[config.mk]
export PLATFORM = sky130hd
export DESIGN_NAME = master_axis_if_flat
export DESIGN_NICKNAME = d
export VERILOG_FILES = /design/src/rtl/axis_if_pkg.sv /design/src/rtl/master_axis_if_if.sv /design/src/rtl/master_axis_if.sv /design/src/flat_wrapper.sv
export SDC_FILE = /design/constraint.sdc
export NUM_CORES = 1
export LEC_CHECK = 0
export CELL_PAD_IN_SITES_DETAIL_PLACEMENT = 2
export CELL_PAD_IN_SITES_GLOBAL_PLACEMENT = 2
export CORE_MARGIN = 10
export CORE_UTILIZATION = 35
export DETAILED_ROUTE_END_ITERATION = 8
export PLACE_DENSITY = 0.92
export SETUP_SLACK_MARGIN = 0.3
export SLEW_MARGIN = 20
export SYNTH_ARGS = -nofsm -noshare
export SYNTH_HDL_FRONTEND = slang
export SYNTH_SLANG_ARGS = --single-unit
[constraint.sdc]
create_clock -name AXIS_ACLK -period 5.19 [get_ports AXIS_ACLK]
set_clock_uncertainty 0.1 [all_clocks]
set_input_delay 0.519 -clock AXIS_ACLK [delete_from_list [all_inputs] [get_ports AXIS_ACLK]]
set_output_delay 0.519 -clock AXIS_ACLK [all_outputs]
set_load 0.05 [all_outputs]
[src/rtl/axis_if_pkg.sv]
// Shared definitions for the AXI4-Stream boundary blocks of the trigger datapath.
// Holds the transmit-side buffer state encoding and the default bus width that
// the master and slave interfaces both use.
package axis_if_pkg;

  localparam int unsigned AXIS_DATA_WIDTH = 128;

  // Number of beats currently held by the transmit skid buffer.
  typedef enum logic [1:0] {
    ST_EMPTY = 2'd0,
    ST_ONE   = 2'd1,
    ST_TWO   = 2'd2
  } skid_state_t;

endpackage

[src/rtl/master_axis_if_if.sv]
// Generic stream handshake bundle: data, valid, last and ready.
// Used both for the internal beat source and for the external AXI4-Stream port.
//   master modport: drives tdata/tvalid/tlast, samples tready
//   slave  modport: samples tdata/tvalid/tlast, drives tready
interface master_axis_if_if
  import axis_if_pkg::*;
#(
  parameter int unsigned DATA_WIDTH = AXIS_DATA_WIDTH
) ();

  logic [DATA_WIDTH-1:0] tdata;
  logic                  tvalid;
  logic                  tlast;
  logic                  tready;

  modport master (output tdata, output tvalid, output tlast, input tready);
  modport slave  (input tdata, input tvalid, input tlast, output tready);

endinterface

[src/rtl/master_axis_if.sv]
// Transmit-side AXI4-Stream boundary. Accepts beats from the internal module and
// presents them on an AXI4-Stream master port through a 2-entry skid buffer, so
// every output (including the ready back upstream) comes straight from a flop.
// Also counts frames (TLAST beats) accepted downstream.
// Ports:
//   AXIS_ACLK     clock, rising edge
//   AXIS_ARESETN  asynchronous active-low reset
//   MODULE        slave side: TDATA/TVALID/TLAST in, MODULE_READY (tready) out
//   M_AXIS        master side: M_AXIS_TDATA/TVALID/TLAST out, M_AXIS_TREADY in
//   FRAME_COUNT   wrapping count of TLAST beats accepted downstream
module master_axis_if
  import axis_if_pkg::*;
#(
  parameter int unsigned M_AXIS_TDATA_WIDTH = AXIS_DATA_WIDTH,
  parameter int unsigned COUNT_WIDTH        = 16
) (
  input  logic                   AXIS_ACLK,
  input  logic                   AXIS_ARESETN,
  master_axis_if_if.slave        MODULE,
  master_axis_if_if.master       M_AXIS,
  output logic [COUNT_WIDTH-1:0] FRAME_COUNT
);

  skid_state_t r_state;
  skid_state_t w_state_next;

  logic [M_AXIS_TDATA_WIDTH-1:0] r_main_data;
  logic                          r_main_last;
  logic [M_AXIS_TDATA_WIDTH-1:0] r_skid_data;
  logic                          r_skid_last;
  logic                          r_tvalid;
  logic                          r_ready;
  logic [COUNT_WIDTH-1:0]        r_frame_count;

  logic w_in_fire;
  logic w_out_fire;
  logic w_load_main_in;
  logic w_load_main_skid;
  logic w_load_skid;
  logic w_tvalid_next;
  logic w_ready_next;

  assign w_in_fire  = MODULE.tvalid & r_ready;
  assign w_out_fire = r_tvalid & M_AXIS.tready;

  // State register plus the flops that sit directly on the outputs.
  // r_ready resets low and rises on the first edge after release, which makes
  // it double as the reset-done flop.
  always_ff @(posedge AXIS_ACLK or negedge AXIS_ARESETN) begin
    if (!AXIS_ARESETN) begin
      r_state       <= ST_EMPTY;
      r_tvalid      <= 1'b0;
      r_ready       <= 1'b0;
      r_main_data   <= '0;
      r_main_last   <= 1'b0;
      r_skid_data   <= '0;
      r_skid_last   <= 1'b0;
      r_frame_count <= '0;
    end else begin
      r_state  <= w_state_next;
      r_tvalid <= w_tvalid_next;
      r_ready  <= w_ready_next;
      if (w_load_main_in) begin
        r_main_data <= MODULE.tdata;
        r_main_last <= MODULE.tlast;
      end else if (w_load_main_skid) begin
        r_main_data <= r_skid_data;
        r_main_last <= r_skid_last;
      end
      if (w_load_skid) begin
        r_skid_data <= MODULE.tdata;
        r_skid_last <= MODULE.tlast;
      end
      if (w_out_fire && r_main_last) begin
        r_frame_count <= r_frame_count + 1'b1;
      end
    end
  end

  // Next-state and buffer load selection.
  always_comb begin
    w_state_next     = r_state;
    w_load_main_in   = 1'b0;
    w_load_main_skid = 1'b0;
    w_load_skid      = 1'b0;
    unique case (r_state)
      ST_EMPTY: begin
        if (w_in_fire) begin
          w_state_next   = ST_ONE;
          w_load_main_in = 1'b1;
        end
      end
      ST_ONE: begin
        if (w_in_fire && w_out_fire) begin
          w_load_main_in = 1'b1;
        end else if (w_in_fire) begin
          w_state_next = ST_TWO;
          w_load_skid  = 1'b1;
        end else if (w_out_fire) begin
          w_state_next = ST_EMPTY;
        end
      end
      ST_TWO: begin
        if (w_out_fire) begin
          w_state_next     = ST_ONE;
          w_load_main_skid = 1'b1;
        end
      end
      default: w_state_next = ST_EMPTY;
    endcase
  end

  // Output decode on the next state, so the output flops match the state flop.
  always_comb begin
    w_tvalid_next = 1'b0;
    w_ready_next  = 1'b0;
    w_tvalid_next = (w_state_next != ST_EMPTY);
    w_ready_next  = (w_state_next != ST_TWO);
  end

  assign MODULE.tready = r_ready;
  assign M_AXIS.tdata  = r_main_data;
  assign M_AXIS.tvalid = r_tvalid;
  assign M_AXIS.tlast  = r_main_last;
  assign FRAME_COUNT   = r_frame_count;

endmodule

[src/flat_wrapper.sv]
// flat-port wrapper written by rule: the top's interface ports become plain ports
module master_axis_if_flat import axis_if_pkg::*;
#(
  parameter int unsigned M_AXIS_TDATA_WIDTH = AXIS_DATA_WIDTH,
  parameter int unsigned COUNT_WIDTH        = 16
)
  (AXIS_ACLK, AXIS_ARESETN, FRAME_COUNT, MODULE_tdata, MODULE_tvalid, MODULE_tlast, MODULE_tready, M_AXIS_tdata, M_AXIS_tvalid, M_AXIS_tlast, M_AXIS_tready);
  master_axis_if_if #(.DATA_WIDTH((128))) MODULE_i ();
  master_axis_if_if #(.DATA_WIDTH((128))) M_AXIS_i ();
  input  logic AXIS_ACLK;
  input  logic AXIS_ARESETN;
  output logic [COUNT_WIDTH-1:0] FRAME_COUNT;
  input wire logic [$bits(MODULE_i.tdata)-1:0] MODULE_tdata;
  input wire logic [$bits(MODULE_i.tvalid)-1:0] MODULE_tvalid;
  input wire logic [$bits(MODULE_i.tlast)-1:0] MODULE_tlast;
  output wire logic [$bits(MODULE_i.tready)-1:0] MODULE_tready;
  output wire logic [$bits(M_AXIS_i.tdata)-1:0] M_AXIS_tdata;
  output wire logic [$bits(M_AXIS_i.tvalid)-1:0] M_AXIS_tvalid;
  output wire logic [$bits(M_AXIS_i.tlast)-1:0] M_AXIS_tlast;
  input wire logic [$bits(M_AXIS_i.tready)-1:0] M_AXIS_tready;
  assign MODULE_i.tdata = MODULE_tdata;
  assign MODULE_i.tvalid = MODULE_tvalid;
  assign MODULE_i.tlast = MODULE_tlast;
  assign MODULE_tready = MODULE_i.tready;
  assign M_AXIS_tdata = M_AXIS_i.tdata;
  assign M_AXIS_tvalid = M_AXIS_i.tvalid;
  assign M_AXIS_tlast = M_AXIS_i.tlast;
  assign M_AXIS_i.tready = M_AXIS_tready;
  master_axis_if #(.M_AXIS_TDATA_WIDTH(M_AXIS_TDATA_WIDTH), .COUNT_WIDTH(COUNT_WIDTH)) u_core (.AXIS_ACLK(AXIS_ACLK), .AXIS_ARESETN(AXIS_ARESETN), .MODULE(MODULE_i), .M_AXIS(M_AXIS_i), .FRAME_COUNT(FRAME_COUNT));
endmodule
# Word-level counts from Yosys, hierarchy flattened
# Index checks and enable logic that the tools add are counted.
[totals]
ff_bits = 278
wordCells = 36
ram_bits = 0
in_bits = 133
output_inout_bits = 147
latchBits = 0
memories = 0
romBits = 0
[op_classes]
eq_ne = 3
n_bitwise = 2
addsub = 1
multipliers = 0
reduce_logical = 5
shifts = 0
n_lt_le_gt_ge = 0
div_mod_pow = 0
n_mux = 17
[ops]
columns = ["operator", "count"]
rows = [
  ["128-bit 2-to-1 mux", 2],
  ["16-bit by 1-bit adder with 16-bit output, second input constant", 1],
  ["2-bit 2-to-1 mux", 5],
  ["1-bit 2-to-1 mux", 8],
  ["2-bit case mux with 3 select lines", 1],
  ["2-bit nonzero test", 2],
  ["1-bit AND", 2],
  ["2-bit by 1-bit == test with 1-bit output, second input constant", 1],
  ["2-bit == test, second input constant", 1],
  ["1-bit logical AND", 2],
  ["2-bit logical NOT", 1],
  ["2-bit inequality test, second input constant", 1],
  ["1-bit case mux with 2 select lines", 1],
]

# Logic depth before layout (Yosys ltp)
[logic_depth]
depth_word = 6
depth_mapped = 7

# Worst setup path after synthesis
# Ideal clock, no wire load.
[synth_path]
path_type = "register to register"
start = "register u_core.r_ready, in the netlist u_core.MODULE.tready"
end = "register u_core.r_skid_data[100]"
period_less_slack_ns = 2.111
path_stages_with_launch = 7
setup_time_ns = 0.125
arrival_ns = 1.885
path_buffers = 3
path_slack_ns = 3.079
required_time_ns = 4.965
path_cell_list = "dfrtp_1 > nand2_1 > or3_1 > buf_2 > buf_8 > buf_6 > mux2_4"
[synth_between]
elab_chain_len = 4
word_cells_on_any_way = 5
cone_classes = "3 x mux; 1 x bitwise; 1 x reduce/logical"
[synth_rtl]
columns = ["element", "line_no", "source"]
rows = [
  ["start, declared", "master_axis_if.sv:32", "logic r_ready;"],
  ["start signal, assigned", "master_axis_if.sv:62", "r_ready <= w_ready_next;"],
  ["1-bit AND (*)", "master_axis_if.sv:43", "assign w_in_fire = MODULE.tvalid & r_ready;"],
  ["1-bit 2-to-1 mux / 1-bit logical AND (equally long branches)", "master_axis_if.sv:96, master_axis_if.sv:94", ""],
  ["1-bit 2-to-1 mux (*)", "master_axis_if.sv:94", "if (w_in_fire && w_out_fire) begin"],
  ["1-bit 2-to-1 mux (*)", "master_axis_if.sv:86", "unique case (r_state)"],
  ["end signal, assigned", "master_axis_if.sv:71", "r_skid_data <= MODULE.tdata;"],
  ["end, declared", "master_axis_if.sv:29", "logic [M_AXIS_TDATA_WIDTH-1:0] r_skid_data;"],
]
# Mark *: on every way between the ends. The rest lies on a longest branch, timed or not.
# A chain may end at the register's enable or synchronous reset.

# Worst setup path in the final report
[layout_path]
start = "input M_AXIS_tready"
end = "register u_core.r_skid_data[119]"
[layout_between]
elab_chain_len = 4
[layout_rtl]
columns = ["element", "line_no", "source"]
rows = [
  ["start, declared", "flat_wrapper.sv:20", "input wire logic [$bits(M_AXIS_i.tready)-1:0] M_AXIS_tready;"],
  ["1-bit AND", "master_axis_if.sv:44", "assign w_out_fire = r_tvalid & M_AXIS.tready;"],
  ["1-bit logical AND", "master_axis_if.sv:94", ""],
  ["1-bit 2-to-1 mux", "master_axis_if.sv:94", ""],
  ["1-bit 2-to-1 mux", "master_axis_if.sv:86", ""],
]
# Every way passes these cells.

==> results.sh <==
export IMPL_crit_fanout=76
export IMPL_ys_ff_latch=278
export IMPL_grt_use_total_pct=19.7
export IMPL_period_needed_ns=2.64
export IMPL_cts_tree="yes"
export IMPL_postCtsSetupRepairBufs=0
export IMPL_power_leakage_nw=7.38
export IMPL_setup_tns_ns=0
export IMPL_syn_area_sq_um=11400
export IMPL_worst_path_buf_inv=2
export IMPL_die_x_um=200
export IMPL_dieArea_sq_um=40200
export IMPL_vias=8370
export IMPL_worstPathCellList="clkdlybuf4s50_1 > nand2_2 > nand2_1 > or3_4 > buf_12 > mux2_2"
export IMPL_mostFrequentLayoutCells="278 x clkdlybuf4s50_1, 278 x dfrtp_1, 264 x nand2_1"
export IMPL_cts_resized=0
export IMPL_crit_type="in -> reg"
export IMPL_min_period_over_period_pct=50.8
export IMPL_dp_cells=1578
export IMPL_yosysUniqueCellTypes=29
export IMPL_port_buffers=279
export IMPL_dr_pass1_iters=4
export IMPL_yosysTopAreaCell="dfrtp_1"
export IMPL_hold_viol_final=0
export IMPL_pre_cts_ws_ns=2.16
export IMPL_viasPerCell=5.09
export IMPL_routed_wl_um=40600
export IMPL_fin_nets=1314
export IMPL_yosys_warnings=0
export IMPL_synth_area_leaders="dfrtp_1 61%, mux2_4 12%, nand2_1 8.7%"
export IMPL_antenna_found_initial=7
export IMPL_ant_nets=0
export IMPL_syn_nets=1043
export IMPL_clkLatencyLatePin_ns=0.50
export IMPL_finalInstanceArea_sq_um=15700
export IMPL_htreeDepth=2
export IMPL_post_drt_wl_per_cell_um=24.7
export IMPL_area_growth_pct=38.0
export IMPL_first_global_vias=9862
export IMPL_grt_overflow=0
export IMPL_path_clk_slew_ns=0.06
export IMPL_relSlewSlack_pct=36.7
export IMPL_ir_drop_mv=0.418
export IMPL_drc=0
export IMPL_grt_first_pass_wirelength_um=62700
export IMPL_setup_slack_ns=2.55
export IMPL_start_util_pct=35.8
export IMPL_finalMaxSlewViolations=0
export IMPL_cts_buffers=34
export IMPL_finalSetupViolations=0
export IMPL_crit_path_end_kind="flip-flop"
export IMPL_syn_inst=909
export IMPL_hold_class="reg -> reg"
export IMPL_synth_area_per_cell_sq_um=12.5
export IMPL_gp_congestion=0.779
export IMPL_drtIter0Drc=320
export IMPL_core_sq_um=31800
export IMPL_grt_max_degree=133
export IMPL_critPathTopFamily="buffers and inverters"
export IMPL_crit_path_start_kind="input port"
export IMPL_fin_cells=1645
export IMPL_pin_count=280
export IMPL_slowest_stage="clkdlybuf4s50_1"
export IMPL_cts_sinks=278
export IMPL_fmax_ghz=0.379
export IMPL_worst_pin_slew_ns=0.949
export IMPL_cp_data_required_time_ns=5.47
export IMPL_cts_root_buffer="clkbuf_16"
export IMPL_max_stage_delay_ns=0.57
export IMPL_final_layout_size_suffix_gt1_share_pct=16.7
export IMPL_outcome="finished clean"
export IMPL_yosysSeqAreaShare_pct=61.1
export IMPL_hold_buffers=1
export IMPL_critPathArrivalTime_ns=2.92
export IMPL_hpwl_um=27200
export IMPL_clockBufferDepth=3
export IMPL_powerDensity_nw_per_um2=754
export IMPL_placed_area_sq_um=14500
export IMPL_synth_top_area_share_pct=61.1
export IMPL_grt_setup_unrepaired="no"
export IMPL_die_h_um=200
export IMPL_rows=65
export IMPL_drv_cap=0
-- Yosys cell counts --
master    instances
nand4_1           2
dfrtp_1         278
o32a_1            1
or3_1             1
o22ai_1           1
nand2b_1          1
nor2_1            4
a21oi_1           1
nor3_1            2
mux2_2           42
clkbuf_1         14
a21boi_0          1
and3_1            4
xor2_1            7
inv_1             1
o21a_1            1
nand2_2           1
nand3_1           8
o21ai_0           2
nand2_1         264
buf_2            33
nor4_1            2
a22oi_1         129
ha_1              1
and2_1            1
xnor2_1           9
buf_8             1
buf_6             9
mux2_4           88
-- cell families after synthesis --
family                   after synthesis  synth area share (%)
buffers and inverters                 58                  2.97
multiplexers                         130                  15.8
adder cells (fa/ha/maj)                1                 0.110
AND/OR/NAND/NOR                      290                  9.93
XOR/XNOR                              16                  1.23
flip-flops                           278                  61.1
AO/OA/AOI/OAI                        136                  8.91
-- state kept, by name, summed over array words and instances, names as in the netlist --
register / cells
u_core.M_AXIS.tdata: 128
u_core.FRAME_COUNT: 16
u_core.MODULE.tready: 1
u_core.r_skid_last: 1
u_core.r_state: 2
u_core.r_skid_data: 128
u_core.M_AXIS.tvalid: 1
u_core.M_AXIS.tlast: 1
-- cell type report --
cell class	instances	area, sq um
sequential	278	6960
antenna	9	22.5
fill	3076	16100
clock buffer	48	1040
clock inverter	9	97.6
inverter	1	3.75
multi-input combinational	573	4110
timing repair buffer	292	2940
tap	435	544
-- per-layer routing --
metal,track usage [%],wire length (um),vias to the layer above
met5,0,0,-
met4,6.49,1010,0
met3,4.32,1910,55
met2,36.2,21800,227
met1,22.2,15900,4406
li1,-,-,3682
-- worst reg2reg max path: stages, from the launching register on --
cell and delay (ns):
dfrtp_1 0.46, nand2_2 0.15, nand2_1 0.14, or3_4 0.50, buf_12 0.45, mux2_2 0.60
-- power by group --
group	total, W	switching, W	internal (W)
Combinational	0.00549	0.00342	0.00207
Clock	0.00240	0.000919	0.00149
Sequential	0.00396	0.000733	0.00322
-- worst paths after layout --
check                           slack (ns)  cells past startpoint                       end                      from
min in group asynchronous             0.48                      2  u_core.M_AXIS.tdata[127]              AXIS_ARESETN
worst max-delay path                  2.55                      6   u_core.r_skid_data[119]             M_AXIS_tready
worst max register to register        2.68                      5   u_core.r_skid_data[119]      u_core.M_AXIS.tvalid
worst min-delay path                  0.37                      2  u_core.M_AXIS.tdata[105]  u_core.M_AXIS.tdata[105]
worst min register to register        0.37                      2  u_core.M_AXIS.tdata[105]  u_core.M_AXIS.tdata[105]
max in group asynchronous             3.12                      3  u_core.M_AXIS.tdata[109]              AXIS_ARESETN
-- per-stage QoR --
stage               utilization [%]  total power (W)  hold slack (ns)
floorplan                         -          0.00743            0.123
global placement               45.7          0.00907            0.357
detailed placement             45.7          0.00945            0.369
CTS                            49.3           0.0120            0.383
global route                   49.4           0.0125            0.393
finish                         49.4           0.0118            0.375
(Power assumes the default switching activity.)
